--- config.mk ---
export PLATFORM = sky130hd
export DESIGN_NAME = mtimer_multi
export DESIGN_NICKNAME = d
export VERILOG_FILES = /design/src/rtl/mtimer_multi.sv
export SDC_FILE = /design/constraint.sdc
export NUM_CORES = 1
export LEC_CHECK = 0
export ABC_AREA = 1
export CAP_MARGIN = 10
export CORE_ASPECT_RATIO = 0.5
export CORE_UTILIZATION = 45
export CTS_BUF_LIST = sky130_fd_sc_hd__clkbuf_8
export DETAILED_ROUTE_END_ITERATION = 8
export SETUP_SLACK_MARGIN = 0.15
export SLEW_MARGIN = 20
export SYNTH_ARGS = -nofsm -noshare
export SYNTH_HDL_FRONTEND = slang
export SYNTH_SLANG_ARGS = --single-unit
--- constraint.sdc ---
create_clock -name clk -period 6.5 [get_ports clk]
set_input_delay 1.95 -clock clk [delete_from_list [all_inputs] [get_ports clk]]
set_output_delay 1.95 -clock clk [all_outputs]
set_load 0.01 [all_outputs]
--- src/rtl/mtimer_multi.sv ---
// mtimer_multi: prescaled free-running machine timer with NUM_CMP compare
// channels and a 32-bit word-addressed register interface. Reading MTIME_LO
// snapshots the upper counter bits so a following MTIME_HI read is
// tear-free. irq_any_o drives the MTIP input of the CSR unit.
module mtimer_multi #(
   parameter int NUM_CMP        = 2,
   parameter int CNT_WIDTH      = 64,
   parameter int PRESCALE_WIDTH = 8
) (
   input  logic                 clk,
   input  logic                 rst,
   input  logic                 req_valid_i,
   input  logic                 req_we_i,
   input  logic [5:0]           req_addr_i,
   input  logic [31:0]          req_wdata_i,
   output logic                 rsp_valid_o,
   output logic [31:0]          rsp_rdata_o,
   output logic [NUM_CMP-1:0]   irq_o,
   output logic                 irq_any_o,
   output logic [CNT_WIDTH-1:0] mtime_o
);

   localparam int HI_W = CNT_WIDTH - 32;

   localparam logic [5:0] ADDR_MTIME_LO = 6'd0;
   localparam logic [5:0] ADDR_MTIME_HI = 6'd1;
   localparam logic [5:0] ADDR_PRESCALE = 6'd2;
   localparam logic [5:0] ADDR_CTRL     = 6'd3;
   localparam logic [5:0] ADDR_IRQ_PEND = 6'd4;
   localparam logic [5:0] ADDR_IRQ_EN   = 6'd5;

   localparam logic [CNT_WIDTH-1:0]      CNT_ONE = 1;
   localparam logic [PRESCALE_WIDTH-1:0] PRE_ONE = 1;

   // architectural state
   logic [CNT_WIDTH-1:0]      mtime;
   logic [PRESCALE_WIDTH-1:0] pcnt;
   logic [PRESCALE_WIDTH-1:0] prescale;
   logic                      enable;
   logic [NUM_CMP-1:0]        pending;
   logic [NUM_CMP-1:0]        irq_en;
   logic [CNT_WIDTH-1:0]      cmp [NUM_CMP];
   logic [HI_W-1:0]           shadow;

   // bus decode
   logic wr, rd;
   logic wr_lo, wr_hi, wr_pre, wr_ctrl, wr_pend, wr_en, rd_lo;
   logic [NUM_CMP-1:0] cmp_wr_lo, cmp_wr_hi;
   logic tick;

   // zero-extended views of the narrow fields
   logic [31:0] shadow_word, pre_word, pend_word, en_word, rd_mux;

   assign wr      = req_valid_i & req_we_i;
   assign rd      = req_valid_i & ~req_we_i;
   assign wr_lo   = wr & (req_addr_i == ADDR_MTIME_LO);
   assign wr_hi   = wr & (req_addr_i == ADDR_MTIME_HI);
   assign wr_pre  = wr & (req_addr_i == ADDR_PRESCALE);
   assign wr_ctrl = wr & (req_addr_i == ADDR_CTRL);
   assign wr_pend = wr & (req_addr_i == ADDR_IRQ_PEND);
   assign wr_en   = wr & (req_addr_i == ADDR_IRQ_EN);
   assign rd_lo   = rd & (req_addr_i == ADDR_MTIME_LO);

   // the counter advances only when enabled and the prescaler has run out
   assign tick = enable & (pcnt == '0);

   // per-channel compare register write strobes
   always_comb begin
      cmp_wr_lo = '0;
      cmp_wr_hi = '0;
      for (int k = 0; k < NUM_CMP; k++) begin
         cmp_wr_lo[k] = wr & (req_addr_i == 6'(8 + 2 * k));
         cmp_wr_hi[k] = wr & (req_addr_i == 6'(9 + 2 * k));
      end
   end

   // widen narrow registers to a full bus word with zero upper bits
   always_comb begin
      shadow_word                     = '0;
      shadow_word[HI_W-1:0]           = shadow;
      pre_word                        = '0;
      pre_word[PRESCALE_WIDTH-1:0]    = prescale;
      pend_word                       = '0;
      pend_word[NUM_CMP-1:0]          = pending;
      en_word                         = '0;
      en_word[NUM_CMP-1:0]            = irq_en;
   end

   // read data select; unmapped offsets return 0
   always_comb begin
      rd_mux = '0;
      case (req_addr_i)
         ADDR_MTIME_LO: rd_mux = mtime[31:0];
         ADDR_MTIME_HI: rd_mux = shadow_word;
         ADDR_PRESCALE: rd_mux = pre_word;
         ADDR_CTRL:     rd_mux = {31'd0, enable};
         ADDR_IRQ_PEND: rd_mux = pend_word;
         ADDR_IRQ_EN:   rd_mux = en_word;
         default: begin
            for (int k = 0; k < NUM_CMP; k++) begin
               if (req_addr_i == 6'(8 + 2 * k)) begin
                  rd_mux = cmp[k][31:0];
               end
               if (req_addr_i == 6'(9 + 2 * k)) begin
                  rd_mux          = '0;
                  rd_mux[HI_W-1:0] = cmp[k][CNT_WIDTH-1:32];
               end
            end
         end
      endcase
   end

   // one-cycle acknowledge, registered read data and MTIME_HI snapshot
   always_ff @(posedge clk) begin
      if (rst) begin
         rsp_valid_o <= 1'b0;
         rsp_rdata_o <= '0;
         shadow      <= '0;
      end else begin
         rsp_valid_o <= req_valid_i;
         rsp_rdata_o <= rd ? rd_mux : 32'd0;
         if (rd_lo) begin
            shadow <= mtime[CNT_WIDTH-1:32];
         end
      end
   end

   // prescaler, counter and their control registers; bus writes win over ticks
   always_ff @(posedge clk) begin
      if (rst) begin
         mtime    <= '0;
         pcnt     <= '0;
         prescale <= '0;
         enable   <= 1'b1;
      end else begin
         if (enable) begin
            pcnt <= (pcnt == '0) ? prescale : (pcnt - PRE_ONE);
         end
         if (wr_pre) begin
            prescale <= req_wdata_i[PRESCALE_WIDTH-1:0];
            pcnt     <= req_wdata_i[PRESCALE_WIDTH-1:0];
         end
         if (wr_ctrl) begin
            enable <= req_wdata_i[0];
         end
         if (wr_lo || wr_hi) begin
            if (wr_lo) begin
               mtime[31:0] <= req_wdata_i;
            end
            if (wr_hi) begin
               mtime[CNT_WIDTH-1:32] <= req_wdata_i[HI_W-1:0];
            end
         end else if (tick) begin
            mtime <= mtime + CNT_ONE;
         end
      end
   end

   // compare registers, sticky pending bits (clear beats set) and enables
   always_ff @(posedge clk) begin
      if (rst) begin
         pending <= '0;
         irq_en  <= '0;
         for (int k = 0; k < NUM_CMP; k++) begin
            cmp[k] <= '1;
         end
      end else begin
         for (int k = 0; k < NUM_CMP; k++) begin
            if (cmp_wr_lo[k] || cmp_wr_hi[k] || (wr_pend && req_wdata_i[k])) begin
               pending[k] <= 1'b0;
            end else if (mtime >= cmp[k]) begin
               pending[k] <= 1'b1;
            end
            if (cmp_wr_lo[k]) begin
               cmp[k][31:0] <= req_wdata_i;
            end
            if (cmp_wr_hi[k]) begin
               cmp[k][CNT_WIDTH-1:32] <= req_wdata_i[HI_W-1:0];
            end
         end
         if (wr_en) begin
            irq_en <= req_wdata_i[NUM_CMP-1:0];
         end
      end
   end

   assign irq_o     = pending & irq_en;
   assign irq_any_o = |irq_o;
   assign mtime_o   = mtime;

endmodule

==> results.yml <==
run_status:
  status: "completed"
placement:
  io_buffers: 141
  gp_congestion: 1.055
  placed_cells: 2805
  dp_hpwl_mm: 49.06
setup_path:
  critPathLaunchType: "primary input"
  cp.arrival_ns: 4.56
  cpPeakStageDelay_ns: 0.69
  critPathCaptureType: "flip-flop"
  crit_slowest_cell: "nand2_2"
  cp_max_fo: 32
  crit_top_cell: "inv_1"
  crit_required_ns: 6.78
  worstPathCellList: "clkdlybuf4s50_1, inv_1, nand2_1, nor2_1, nand2_1, buf_4, inv_1, o21ai_1, inv_1, o21ai_2, nand2_2, o21ai_0"
  timing_worst_setup_path_type: "in2reg"
cts:
  cts_setup_buffers: 0
  htree_levels: 2
  cts_tree: "yes"
  clkTransAtPathRegs_ns: 0.06
  clockBufferDepth: 3
  clock_latency_ns: 0.60
  clock_sinks: 278
  cts_made_buffers: 43
  clockRootBuffer: "clkbuf_8"
  cts_hold_buf: 0
  cts_resized: 0
logic_synthesis:
  ys_seq_area_share_pct: 40.24
  synth_cells: 2227
  synth_fp_nets: 2400
  synth-edff-count: 128
  synth-seq-cells: 278
  synthArstFlopShare_pct: 0
  synth_area_leader_cell: "edfxtp_1"
  synth_flop_cell: "dfxtp_1"
  yosysMostFrequentCell: "nand2_1"
  yosysTopAreaCellShare_pct: 22.59
  yosysWarnings: 0
  synth_commonest_cells: "nand2_1, inv_1, nor2_1"
  synth_cell_types: 53
  synth.area.top_cells: "edfxtp_1, dfxtp_1, nand2_1"
  synth_area_per_cell_sq_um: 7.640
  synth.cell_area_sq_mm: 0.01702
route:
  vias_per_cell: 5.692
  wire_per_inst_um: 23.09
  wirelength_mm: 66.59
  post-route-drc-count: 0
  ant_nets: 0
  dr.pass1.iters: 6
  drt-initial-drc-count: 2052
  dr_total_vias: 16415
sta:
  drv_slew: 0
  worst_slew_pin_slew_ns: 1.049
  finalHoldViolCount: 0
  period_needed_ns: 4.275
  rsz0062_at_grt: "no"
  tns_ns: 0
  max_freq_ghz: 0.2339
  finalSetupViolCount: 0
  post-route-period-util_pct: 65.78
  slew_headroom_pct: 29.82
  fin_worst_skew_ns: 0.03911
die:
  rows: 49
  die_x_um: 277.0
  die_h_um: 139.5
  core_area_sq_mm: 0.03654
  io_pins: 142
  die-area_sq_mm: 0.03864
  initial_core_util_pct: 46.57
pwr:
  ir_drop_uv: 149.5
  power_uw: 6217
  pwr_density_cell_mw_per_mm2: 314.6
  leakagePower_uw: 0.008505
final_layout:
  synthToLayoutAreaGrowth_pct: 16.13
  nets: 2539
  stdcell_count: 2884
  n_antenna_cell: 0
  drive_above_1_share_pct: 7.125
  final_util_pct: 54.07
global_route:
  grt_pass1_vias: 15299
  grt_max_degree: 61
  overflow: 0
  antenna_found_initial: 5
  grtUsageTotal_pct: 34.13
  grt_pass1_wl_mm: 97.78
min_path:
  hp-class: "reg2reg"
run:
  maxCapViolations: 0
metal layers:
| metal | GRT usage [%] | vias up | part of all wire, % | routed length [um] |
|---|---|---|---|---|
| met2 | 49.35 | 844 | 41 | 27180 |
| met1 | 49.25 | 7707 | 45 | 29730 |
| met3 | 9.486 | 131 | 12 | 7839 |
| met5 | 0 | - | 0.036 | 24 |
| li1 | - | 7729 | - | - |
| met4 | 10.03 | 4 | 2.7 | 1816 |
kinds of logic (layout without fill, tap and decap cells):
logic type	Yosys count	in the layout	synth area share, %
adders and majority gates	131	131	9.633
and+or+nand+nor	889	889	23.37
xor gates and xnor gates	20	20	1.029
AOI/OAI and AO/OA	488	488	15.88
DFF	278	278	40.24
buffers and inverters	421	594	9.854
power by group:
part           internal, uW  leakage (uW)  total, uW  switching, uW
Clock                   788      0.000511       1550            761
Combinational           820       0.00549       2060           1240
Sequential             2040       0.00251       2600            563
Total                  3650       0.00851       6220           2570
through the flow:
stage          hold slack, ns  cell area, sq um  setup slack, ns
3_5_place_dp           0.4598             18900            1.695
3_3_place_gp           0.4570             18900            1.814
4_1_cts                0.4698             19760            2.316
6_report               0.4670             19760            2.225
5_1_grt                0.4977             19760            2.082
2_1_floorplan          0.4449             17020            1.143
final timing paths:
kind	cells past startpoint	from	slack, ns	end
setup reg to reg	12	mtime_o[0]	3.81	pending[1]
setup / recovery	12	req_addr_i[2]	2.22	cmp[1][60]
hold reg to reg	2	prescale[0]	0.47	prescale[0]
hold / removal	2	prescale[0]	0.47	prescale[0]
registers in the layout, summed over array words and instances (netlist names):
name,count
rsp_valid_o,1
shadow,32
pending,2
enable,1
mtime_o,64
irq_en,2
prescale,8
pcnt,8
cmp,128
rsp_rdata_o,32
cell usage in the layout (no fill, tap or decap), types with 19 or more instances in the layout:
master	netlist	final
a22oi_1	20	20
a21oi_1	186	186
o22ai_1	30	30
nor2_1	213	213
edfxtp_1	128	128
dfxtp_1	150	150
nand2_1	454	452
inv_1	329	345
a31oi_1	32	32
nand3_1	79	79
inv_2	18	19
clkbuf_8	0	47
buf_4	9	26
nor3_1	30	30
o21ai_0	168	166
clkdlybuf4s50_1	0	141
nand4_1	34	34
ha_1	131	131
critical path: cells and delay by family:
kind | cells | cell delay, ns
buffers and inverters | 5 | 1.14
and+or+nand+nor | 4 | 1.05
AOI/OAI and AO/OA | 3 | 0.39
layout make-up:
class	instances	area, sq um
Sequential cell	278	6847
Timing Repair Buffer	168	1627
Multi-Input combinational cell	1528	8519
Clock buffer	47	646.9
Inverter	347	1303
Clock inverter	32	211.5
Fill cell	3559	16780
Tap cell	484	605.6
(Power assumes the default switching activity.)
